==> src/rtl/instruction_fetch_unit.sv <==
// Instruction fetch unit: reads the 32x8 instruction ROM, assembles 1- or 2-byte
// instructions and hands them to the decoder over a valid/ready handshake.
module instruction_fetch_unit #(
    parameter int          ADDR_W   = 5,
    parameter int          DATA_W   = 8,
    parameter logic [15:0] TWO_BYTE = 16'h0038,
    parameter logic [3:0]  HALT_OP  = 4'h1
) (
    input  logic              clk,
    input  logic              reset,
    output logic [ADDR_W-1:0] imem_addr,
    input  logic [DATA_W-1:0] imem_data,
    output logic              instr_valid,
    input  logic              instr_ready,
    output logic [DATA_W-1:0] instr_opcode,
    output logic [DATA_W-1:0] instr_imm,
    output logic              instr_two_byte,
    output logic [ADDR_W-1:0] instr_pc,
    input  logic              branch_valid,
    input  logic [ADDR_W-1:0] branch_target,
    input  logic              restart,
    output logic              halted
);

    typedef enum logic [1:0] {
        S_FETCH,
        S_OPERAND,
        S_ISSUE,
        S_HALT
    } state_t;

    state_t              state_q;
    logic [ADDR_W-1:0]   pc_q;
    logic [ADDR_W-1:0]   pc_d;
    logic [DATA_W-1:0]   opcode_q;
    logic [DATA_W-1:0]   imm_q;
    logic                two_byte_q;
    logic [ADDR_W-1:0]   instr_pc_q;
    logic                valid_q;
    logic                halted_q;
    logic [3:0]          fetch_nib;
    logic [3:0]          issue_nib;

    // PC wraps naturally at 2^ADDR_W.
    assign pc_d      = pc_q + 1'b1;
    assign fetch_nib = imem_data[7:4];
    assign issue_nib = opcode_q[7:4];

    always_ff @(posedge clk or posedge reset) begin
        if (reset) begin
            state_q    <= S_FETCH;
            pc_q       <= '0;
            opcode_q   <= '0;
            imm_q      <= '0;
            two_byte_q <= 1'b0;
            instr_pc_q <= '0;
            valid_q    <= 1'b0;
            halted_q   <= 1'b0;
        end else if (state_q != S_HALT && branch_valid) begin
            // Redirect drops whatever is in flight; a same-cycle accept already happened.
            pc_q    <= branch_target;
            valid_q <= 1'b0;
            state_q <= S_FETCH;
        end else begin
            case (state_q)
                S_FETCH: begin
                    opcode_q   <= imem_data;
                    instr_pc_q <= pc_q;
                    pc_q       <= pc_d;
                    if (TWO_BYTE[fetch_nib]) begin
                        two_byte_q <= 1'b1;
                        state_q    <= S_OPERAND;
                    end else begin
                        two_byte_q <= 1'b0;
                        imm_q      <= '0;
                        valid_q    <= 1'b1;
                        state_q    <= S_ISSUE;
                    end
                end
                S_OPERAND: begin
                    imm_q   <= imem_data;
                    pc_q    <= pc_d;
                    valid_q <= 1'b1;
                    state_q <= S_ISSUE;
                end
                S_ISSUE: begin
                    if (instr_ready) begin
                        valid_q <= 1'b0;
                        if (issue_nib == HALT_OP) begin
                            halted_q <= 1'b1;
                            state_q  <= S_HALT;
                        end else begin
                            state_q  <= S_FETCH;
                        end
                    end
                end
                S_HALT: begin
                    if (restart) begin
                        pc_q     <= '0;
                        halted_q <= 1'b0;
                        state_q  <= S_FETCH;
                    end
                end
                default: state_q <= S_FETCH;
            endcase
        end
    end

    assign imem_addr      = pc_q;
    assign instr_valid    = valid_q;
    assign instr_opcode   = opcode_q;
    assign instr_imm      = imm_q;
    assign instr_two_byte = two_byte_q;
    assign instr_pc       = instr_pc_q;
    assign halted         = halted_q;

endmodule
==> config.mk <==
export PLATFORM = sky130hd
export DESIGN_NAME = instruction_fetch_unit
export DESIGN_NICKNAME = d
export VERILOG_FILES = /design/src/rtl/instruction_fetch_unit.sv
export SDC_FILE = /design/constraint.sdc
export NUM_CORES = 1
export LEC_CHECK = 0
export CORE_MARGIN = 2
export CORE_UTILIZATION = 30
export CTS_CLUSTER_SIZE = 40
export DETAILED_ROUTE_END_ITERATION = 12
export PLACE_DENSITY = 0.53
export SYNTH_ARGS = -nofsm -noshare
export SYNTH_HDL_FRONTEND = slang
export SYNTH_SLANG_ARGS = --single-unit
==> constraint.sdc <==
create_clock -name clk -period 2 [get_ports clk]
set_clock_uncertainty 0.1 [all_clocks]
set_input_delay 0.2 -clock clk [delete_from_list [all_inputs] [get_ports clk]]
set_output_delay 0.2 -clock clk [all_outputs]
set_load 0.02 [all_outputs]
==> results.py <==
metrics = {
    "sta": {
        "finalWorstSetupSlack_ps": 231,
        "period_share": 0.885,
        "rsz0062_at_grt": "false",
        "post-route-min-period_ps": 1770,
        "finalSetupTns_ps": 0,
        "worst_pin_slew_ps": 484,
        "fmax_mhz": 565,
        "whs_ps": 204,
        "finalMaxSlewViolations": 0,
        "relSlewSlack": 0.677,
        "setup_viol": 0,
        "hold_viol": 0,
    },
    "critical_path": {
        "worst_ep_required_time_ps": 2090,
        "r2r_start": "state_q[0]",
        "cp_max_fo": 17,
        "reg2reg_setup_slack_ps": 230,
        "critPathBufInv": 0,
        "cp.depth": 4,
        "cp_cell_sequence": "nor2b_1 > o21a_1 > or2_1 > o31ai_2",
        "r2r-end": "imem_addr[0]",
        "slowest_delay_ps": 560,
        "reg2reg_depth": 4,
        "start_kind": "flip-flop",
        "crit_family": "flip-flops",
        "cpMaxStageDelayCell": "dfrtp_1",
        "worst-setup-path-type": "reg2reg",
        "crit_path_end_kind": "flip-flop",
        "crit_arrival_ps": 1860,
    },
    "power_and_ir_drop": {
        "combPwrFrac": 0.406,
        "seq_power_share": 0.385,
        "max-vdd-ir-drop_mv": 0.634,
        "p_int_mw": 1.68,
        "swShare": 0.354,
        "power.share.clock": 0.208,
        "switchingPower_mw": 0.922,
        "leakage_nw": 0.932,
        "p_per_area_nw_per_um2": 1260,
    },
    "grt": {
        "grt_max_degree": 32,
        "antenna_found_initial": 0,
        "grt-ovfl-total": 0,
        "grt.total_usage": 0.144,
        "grt_pass1_wl_um": 5760,
        "grt_pass1_vias": 1180,
    },
    "logic_synthesis": {
        "synthArstFlopShare": 1.00,
        "synth_seq_area_share": 0.545,
        "synth-edff-count": 0,
        "ys.flop_type": "dfrtp_1",
        "ys_warn_count": 0,
        "synth_top_cell_area_share": 0.545,
        "synth_area_leaders": "dfrtp_1 54%, mux2_1 10%, o21ai_1 3.9%, mux2i_1 3.5%, and3_1 2.2%",
        "synth_area_um2": 1420,
        "synth_top_area_cell": "dfrtp_1",
        "avgSynthCellArea_um2": 11.0,
        "ys_seq_elements": 31,
        "synth.distinct_cells": 35,
        "postSynthCellCount": 129,
        "post-synth-top-count-cell": "dfrtp_1",
        "synth_common_cells": "31 x dfrtp_1, 13 x mux2_1, 11 x o21ai_1",
        "synth_nets": 148,
    },
    "detailed_routing": {
        "drc": 0,
        "drt_pass1_iterations": 4,
        "vias_per_cell": 4.88,
        "ant_nets": 0,
        "vias": 1152,
        "routed_wl_um": 3350,
        "drtIter0Drc": 41,
        "routedWlPerCell_um": 14.2,
    },
    "clock_network": {
        "ctsResizeCount": 0,
        "worstSkewPairLatency_ps": 280,
        "post_cts_buffers": 0,
        "cts_tree": "done",
        "clk_path_buf_depth": 2,
        "cts_buffers": 5,
        "cts_hold_buf": 0,
        "ctsHtreeMaxLevel": 2,
        "cts_root_buf": "clkbuf_8",
        "clock-sinks": 31,
        "clk_pin_slew_ps": 70,
    },
    "die": {
        "initial_utilization": 0.306,
        "pin_count": 47,
        "chipHeight_um": 72.9,
        "die_width_um": 72.9,
        "core_area_um2": 4660,
        "rows": 25,
        "die_area_um2": 5310,
    },
    "worst_hold_path": {
        "hold_path.class": "in2async",
    },
    "placed_design": {
        "portBuffers": 46,
        "hpwlAfterDp_um": 2420,
        "placed_cells": 228,
        "pre_cts_slack_ps": 217,
        "gp_congestion": 0.829,
        "placed_cell_area_um2": 1960,
    },
    "final_layout": {
        "syn_to_final_growth_pct": 44.9,
        "multi_input_area_um2": 596,
        "fin_nets": 200,
        "final_cell_area_um2": 2060,
        "num_antenna_cells": 0,
        "fin_cells": 236,
        "fillers": 428,
        "layout-drive-gt1-share": 0.0879,
        "seq_area_um2": 776,
    },
    "flow_run": {
        "drv_cap": 0,
    },
    "status": {
        "outcome": "finished clean",
    },
}
[logic make-up after synthesis]
logic type	share of synthesized area
AO/OA/AOI/OAI	0.124
flip-flops	0.545
adder cells (fa/ha/maj)	0.00879
buffers and inverters	0.0369
multiplexers	0.138
AND/OR/NAND/NOR	0.148
[routing by layer]
layer	up-vias	part of all wire	GRT usage
li1	556	-	-
met1	548	0.47	0.193
met2	41	0.45	0.215
met3	7	0.067	0.0525
met4	0	0.014	0.0494
met5	-	0	0
[power groups by stage]
stage | Clock [mW] | Combinational (mW) | Sequential, mW
CTS | 0.560 | 1.08 | 1.01
finish | 0.542 | 1.06 | 1.00
global route | 0.588 | 1.15 | 1.05
detailed placement | 0 | 1.07 | 1.02
floorplan | 0 | 0.338 | 1.21
global placement | 0 | 1.07 | 1.01
[metrics by stage]
stage          total power [mW]  utilization
2_1_floorplan              1.54            -
3_3_place_gp               2.08        0.421
3_5_place_dp               2.09        0.421
4_1_cts                    2.65        0.443
5_1_grt                    2.78        0.443
6_report                   2.61        0.443
[worst reg2reg max path: stages, from the launching register on]
cell,delay [ps]
dfrtp_1,560
nor2b_1,250
o21a_1,260
or2_1,290
o31ai_2,220
[final cells by class]
type,instances,area share
Tap cell,54,0.0327
Multi-Input combinational cell,85,0.289
Inverter,7,0.0127
Sequential cell,31,0.376
Timing Repair Buffer,51,0.241
Clock buffer,8,0.0485
[registers in the layout, summed over array words and instances, names as in the netlist]
register        count
halted              1
state_q             2
imem_addr           5
instr_pc            5
instr_two_byte      1
instr_opcode        8
instr_valid         1
instr_imm           8
[cell usage in the layout (no fill, tap or decap), types with 4 or more instances in the layout]
master / synthesis / routed
nor3_1: 5 / 5
nand2_1: 7 / 7
a21oi_1: 4 / 4
buf_4: 0 / 5
mux2i_1: 5 / 5
o21ai_1: 11 / 11
mux2_1: 13 / 13
a21o_1: 4 / 4
nor2_1: 5 / 5
inv_1: 7 / 7
dfrtp_1: 31 / 31
and3_1: 5 / 5
clkbuf_8: 0 / 7
clkdlybuf4s50_1: 0 / 46
[worst max path at each step]
stage            startpoint      endpoint  slack, ps
2_1_floorplan    state_q[0]   instr_pc[0]        460
3_3_place_gp   branch_valid  imem_addr[0]        280
3_5_place_dp   branch_valid  imem_addr[0]        220
4_1_cts          state_q[0]  imem_addr[0]        230
5_1_grt          state_q[0]  imem_addr[2]         90
6_report         state_q[0]  imem_addr[0]        230
Power figures use the tool's default switching activity.
